File: src/rtl/pipe_hazard_ctrl.sv
`default_nettype none
// ============================================================================
// Module   : pipe_hazard_ctrl
// Purpose  : Central stall/flush sequencer for the 5-stage RISC-V pipeline.
//            Sole driver of the IF/ID/EX/MEM/WB register enables, the PC
//            enable and the bubble-insert (flush) controls. Also flags
//            data-memory timeouts and counts fetch-stall cycles.
// Revision : 1.0  initial release
// ----------------------------------------------------------------------------
// Ports
//   clk              in   core clock, rising edge
//   resetn           in   asynchronous active-low reset
//   load_use_hazard  in   ID needs the result of the load now in EX
//   branch_taken     in   EX resolved a taken branch/jump
//   imem_ready       in   fetch data valid this cycle
//   dmem_req         in   MEM-stage instruction is a load/store
//   dmem_ready       in   data memory completes the access this cycle
//   md_start         in   EX holds a mul/div instruction
//   md_done          in   mul/div result valid (held until EX advances)
//   en_if..en_wb     out  pipeline register enables (en_if = PC enable)
//   flush_id/ex/mem  out  load a bubble into that register
//   bus_error        out  sticky data-memory timeout flag
//   stall_cycles     out  saturating count of cycles with en_if = 0
// ============================================================================
module pipe_hazard_ctrl #(
    parameter int MEM_TIMEOUT = 16,
    parameter int CNT_W       = 32
) (
    input  logic             clk,
    input  logic             resetn,
    input  logic             load_use_hazard,
    input  logic             branch_taken,
    input  logic             imem_ready,
    input  logic             dmem_req,
    input  logic             dmem_ready,
    input  logic             md_start,
    input  logic             md_done,
    output logic             en_if,
    output logic             en_id,
    output logic             en_ex,
    output logic             en_mem,
    output logic             en_wb,
    output logic             flush_id,
    output logic             flush_ex,
    output logic             flush_mem,
    output logic             bus_error,
    output logic [CNT_W-1:0] stall_cycles
);

    // State encoding
    localparam logic [1:0] c_st_run  = 2'd0;
    localparam logic [1:0] c_st_dmem = 2'd1;
    localparam logic [1:0] c_st_md   = 2'd2;
    localparam logic [1:0] c_st_err  = 2'd3;

    // Control vector layout: {en_if, en_id, en_ex, en_mem, en_wb,
    //                         flush_id, flush_ex, flush_mem}
    localparam logic [7:0] c_ctl_freeze  = 8'b00000_000;
    localparam logic [7:0] c_ctl_mdstall = 8'b00011_001;
    localparam logic [7:0] c_ctl_branch  = 8'b11111_110;
    localparam logic [7:0] c_ctl_loaduse = 8'b00111_010;
    localparam logic [7:0] c_ctl_fetch   = 8'b01111_100;
    localparam logic [7:0] c_ctl_advance = 8'b11111_000;

    // wait_cnt value seen on the last tolerated not-ready DMEM_WAIT cycle
    localparam logic [7:0]       c_timeout_last = 8'(MEM_TIMEOUT - 1);
    localparam logic [CNT_W-1:0] c_cnt_one      = {{(CNT_W-1){1'b0}}, 1'b1};

    logic [1:0]       r_state;
    logic             r_ret_md;
    logic [7:0]       r_wait_cnt;
    logic             r_bus_error;
    logic [CNT_W-1:0] r_stall_cycles;

    logic [7:0] w_ctl;
    logic [7:0] w_pipe_ctl;
    logic [1:0] w_next;
    logic       w_ret_md_next;
    logic       w_cnt_clr;
    logic       w_cnt_inc;
    logic       w_mem_stall;
    logic       w_md_pend;

    assign w_mem_stall = dmem_req & ~dmem_ready;
    assign w_md_pend   = md_start & ~md_done;

    // Lower-priority pipeline rules; branch beats load-use and fetch stall.
    assign w_pipe_ctl = branch_taken    ? c_ctl_branch  :
                        load_use_hazard ? c_ctl_loaduse :
                        !imem_ready     ? c_ctl_fetch   :
                                          c_ctl_advance;

    always_comb begin
        w_ctl         = c_ctl_freeze;
        w_next        = r_state;
        w_ret_md_next = r_ret_md;
        w_cnt_clr     = 1'b0;
        w_cnt_inc     = 1'b0;
        case (r_state)
            c_st_run: begin
                if (w_mem_stall) begin
                    w_next        = c_st_dmem;
                    w_ret_md_next = 1'b0;
                    w_cnt_clr     = 1'b1;
                end else if (w_md_pend) begin
                    w_ctl  = c_ctl_mdstall;
                    w_next = c_st_md;
                end else begin
                    w_ctl = w_pipe_ctl;
                end
            end
            c_st_dmem: begin
                if (!dmem_ready) begin
                    w_cnt_inc = 1'b1;
                    if (r_wait_cnt == c_timeout_last) begin
                        w_next = c_st_err;
                    end
                end else begin
                    w_ctl = w_md_pend ? c_ctl_mdstall : w_pipe_ctl;
                    // Only resume the multiply wait if the load interrupted it.
                    w_next = (r_ret_md && w_md_pend) ? c_st_md : c_st_run;
                end
            end
            c_st_md: begin
                // A memory stall in MEM can interrupt an ongoing mul/div wait.
                if (w_mem_stall) begin
                    w_next        = c_st_dmem;
                    w_ret_md_next = 1'b1;
                    w_cnt_clr     = 1'b1;
                end else if (!md_done) begin
                    w_ctl = c_ctl_mdstall;
                end else begin
                    w_ctl  = w_pipe_ctl;
                    w_next = c_st_run;
                end
            end
            default: begin
                w_next = c_st_err;
            end
        endcase
    end

    always_ff @(posedge clk or negedge resetn) begin
        if (!resetn) begin
            r_state        <= c_st_run;
            r_ret_md       <= 1'b0;
            r_wait_cnt     <= 8'd0;
            r_bus_error    <= 1'b0;
            r_stall_cycles <= '0;
        end else begin
            r_state  <= w_next;
            r_ret_md <= w_ret_md_next;
            if (w_cnt_clr) begin
                r_wait_cnt <= 8'd0;
            end else if (w_cnt_inc) begin
                r_wait_cnt <= r_wait_cnt + 8'd1;
            end
            if (w_next == c_st_err) begin
                r_bus_error <= 1'b1;
            end
            if (!w_ctl[7] && (r_stall_cycles != {CNT_W{1'b1}})) begin
                r_stall_cycles <= r_stall_cycles + c_cnt_one;
            end
        end
    end

    // Enables and flushes are forced low for as long as reset is held.
    assign {en_if, en_id, en_ex, en_mem, en_wb, flush_id, flush_ex, flush_mem} =
        resetn ? w_ctl : 8'd0;
    assign bus_error    = r_bus_error;
    assign stall_cycles = r_stall_cycles;

endmodule
`default_nettype wire

File: config.mk
export PLATFORM = sky130hd
export DESIGN_NAME = pipe_hazard_ctrl
export DESIGN_NICKNAME = d
export VERILOG_FILES = /design/src/rtl/pipe_hazard_ctrl.sv
export SDC_FILE = /design/constraint.sdc
export NUM_CORES = 1
export LEC_CHECK = 0
export BUFFER_PORTS_ARGS = -buffer_cell sky130_fd_sc_hd__buf_4
export CORE_MARGIN = 5
export CORE_UTILIZATION = 48
export DETAILED_ROUTE_END_ITERATION = 8
export GPL_TIMING_DRIVEN = 0
export PLACE_DENSITY = 0.75
export SLEW_MARGIN = 20
export SYNTH_ARGS = -nofsm -noshare
export SYNTH_HDL_FRONTEND = slang
export SYNTH_SLANG_ARGS = --single-unit
File: constraint.sdc
create_clock -name clk -period 2.2 [get_ports clk]
set_input_delay 0.33 -clock clk [delete_from_list [all_inputs] [get_ports clk]]
set_output_delay 0.33 -clock clk [all_outputs]
set_load 0.1 [all_outputs]
==> results.tsv <==
stage	metric	value	unit
status	outcome	finished with violations	
status	violated checks	setup timing	
setup_path	Critical Path End Type	output pin	
setup_path	critical path class	reg -> out	
cells_and_area	Final nets	297	
setup_path	Worst Setup Start Kind	flip-flop	
clocking	Reg clk slew, reported paths	0.09	ns
logic_synthesis	Synth top area share	48.9	%
cells_and_area	most frequent cells in the layout	48 x buf_4, 27 x xnor2_1, 17 x nor2_1, 17 x nand4_1, 17 x dfrtp_2	
place	DP Wirelength	3.77	mm
place	Routability Congestion	0.785	
logic_synthesis	Post-Synth Adder-Cell Area	1.11	%
place	DP Cell Count	327	
timing	count of final setup violators	5	
route	vias per cell	5.65	
route	drt first-iter violations	154	
logic_synthesis	Syn Area/Cell	10.0	µm²
place	IO Port Bufs	49	
grt	vias in the first global route	1873	
setup_path	crit path DAT	1.98	ns
logic_synthesis	Synth Area in Simple Gates	25.5	%
route	total wire length	5.44	mm
logic_synthesis	asr flop ratio synth	100	%
setup_path	r2r endpoint	stall_cycles[29]	
setup_path	Critical R2R Launch	stall_cycles[14]	
setup_path	R2R setup slack	0.09	ns
logic_synthesis	Synth area leader	dfrtp_1	
route	DRC errors left	0	
clocking	total CTS buffers	5	
logic_synthesis	post-synthesis sequential area ratio	48.9	%
timing	min Tclk post-route	2.31	ns
cells_and_area	synthesis-to-finish area growth	38.6	%
timing	worst setup margin	-0.110	ns
grt	first-pass GRT wire length	8.65	mm
setup_path	worst reg2reg path depth	5	
cells_and_area	share of layout cells above drive strength 1	40.4	%
die	num rows	25	
logic_synthesis	Compound-Gate Fraction of Synth Area	6.90	%
clocking	CTS Sinks	44	
timing	final max-slew violation count	0	
logic_synthesis	multiplexer share of the synthesized area	1.95	%
pwr	power density cells	1050	nW/µm²
place	dpl ws	-0.632	ns
die	initial core utilization	48.6	%
logic_synthesis	Post-Syn Area	2250	µm²
pwr	Max VDD drop	0.639	mV
logic_synthesis	largest family of logic cells by synthesized area	simple AND/OR/NAND/NOR gates	
die	die area	6160	µm²
clocking	CTS tree	yes	
logic_synthesis	Warnings, synthesis	0	
setup_path	crit-path max FO	6	
clocking	clk root buf	clkbuf_8	
logic_synthesis	Synth Area in XOR/XNOR	12.8	%
pwr	Total Power	3260	µW
route	WL/cell	16.0	µm
logic_synthesis	cell count after synthesis	224	
route	via count	1926	
clocking	# hold bufs at CTS	0	
timing	worst slew pin tran	0.919	ns
grt	initial antenna violation count	0	
die	die width	78.5	µm
die	Die Y	78.5	µm
die	# IOs	50	
setup_path	Critical Path RT	1.87	ns
timing	Hold Vio Cnt, Final	0	
clocking	worst skew pair latency	0.30	ns
die	placeable core area	4630	µm²
timing	Achievable Freq	433	MHz
timing	Tcrit/Tclk final	105	%
cells_and_area	Inserted Diodes	0	
logic_synthesis	Synth cell types	42	
timing	slew margin rel.	38.1	%
timing	setup_tns	-0.292	ns
grt	gr usage total	17.7	%
route	DR pass1 iterations	4	
logic_synthesis	Top FF cell, synth	dfrtp_1	
route	Detail Route Antenna Nets	0	
timing	clock skew	0.0139	ns
timing	RSZ-0062 raised after global routing	yes	
cells_and_area	commonest non-fill, non-tap cell in the layout	buf_4	
worst_hold_path	HP Class	in -> async	
job	max cap viols	0	
logic_synthesis	Area contributors post-synth	dfrtp_1 49%, xnor2_1 11%, nand4_1 4.7%	
logic_synthesis	synthesized flop and latch total	44	
clocking	Max Buffers Root-to-Sink	2	
cells_and_area	fin cells	341	
logic_synthesis	Synthesized Nets	235	
grt	largest net degree at the start of global routing	49	
grt	total grt overflow	0	
logic_synthesis	EDFF count, synth	0	
clocking	H-tree depth	2	
pwr	leakage	0.00131	µW
routing by layer:
metal | GRT usage, % | routed length [µm] | vias to the layer above
li1 | - | - | 923
met1 | 22.7 | 2400 | 948
met2 | 28.6 | 2680 | 47
met3 | 4.47 | 258 | 8
met4 | 7.34 | 99 | 0
met5 | 0 | 0 | -
cells in the mapped netlist (2+ instances only):
library cell / instances
xnor2_1: 27
nor2_1: 20
inv_1: 7
mux2_2: 2
clkbuf_1: 2
nor3_1: 5
nand3_1: 14
a21oi_1: 4
nor4_1: 2
o2111ai_1: 2
o21ai_0: 4
or3_1: 3
a31oi_1: 3
ha_1: 2
and3_1: 11
dfrtp_1: 44
nor3b_1: 4
and2_1: 2
nand2_1: 17
and4_1: 5
nand2b_1: 2
xor2_1: 6
nand4_1: 17
logic make-up after synthesis:
logic type               count (synthesis)
multiplexers                             4
AO/OA/AOI/OAI                           22
adder cells (fa/ha/maj)                  2
flip-flops                              44
buffers and inverters                   13
AND/OR/NAND/NOR                        106
XOR/XNOR                                33
worst max-delay path: stages (launching register included):
cell      delay [ns]
dfrtp_1         0.38
buf_6           0.12
or2_0           0.19
a222oi_1        0.31
buf_4           0.19
buf_6           0.13
and3_4          0.20
buf_12          0.17
state kept, by name (all words and copies together), names as in the netlist:
signal,cells
r_wait_cnt,8
stall_cycles,32
r_ret_md,1
bus_error,1
r_state,2
worst max-delay path by stage:
stage | start | endpoint | cells after the start
after floorplan | r_state[0] | en_id | 5
after global placement | r_state[0] | en_id | 6
after detailed placement | r_state[0] | en_id | 6
after CTS | r_state[0] | en_wb | 6
after global routing | r_state[0] | en_if | 7
final | r_state[0] | en_if | 7
what timing repair did:
| action | CTS | global route |
|---|---|---|
| gates resized for setup | 24 | 9 |
| pin swaps | 1 | 7 |
| setup endpoints to repair | 38 | 26 |
| setup buffers | 2 | 5 |
stage by stage:
stage,cell area [µm²],hold WS (ns),util (%)
finish,3120,0.0372,67.4
global placement,2810,0.371,60.6
CTS,3040,0.0563,65.6
floorplan,2370,0.0344,-
detailed placement,2810,0.376,60.8
global route,3120,0.0877,67.4
final cells by class:
type,count,area [µm²]
fill,361,1510
multi-input combinational,167,1200
sequential,44,1180
timing repair buffer,56,512
clock buffer,6,82.6
tap,54,67.6
buffer,5,35.0
inverter,7,30.0
clock inverter,2,10.0
where the power goes:
group | leakage [µW] | switching (µW) | internal, µW | total [µW]
sequential | 0.000531 | 149 | 976 | 1130
clock | 0.0000510 | 272 | 251 | 523
combinational | 0.000727 | 1150 | 465 | 1620
(Power assumes the default switching activity.)
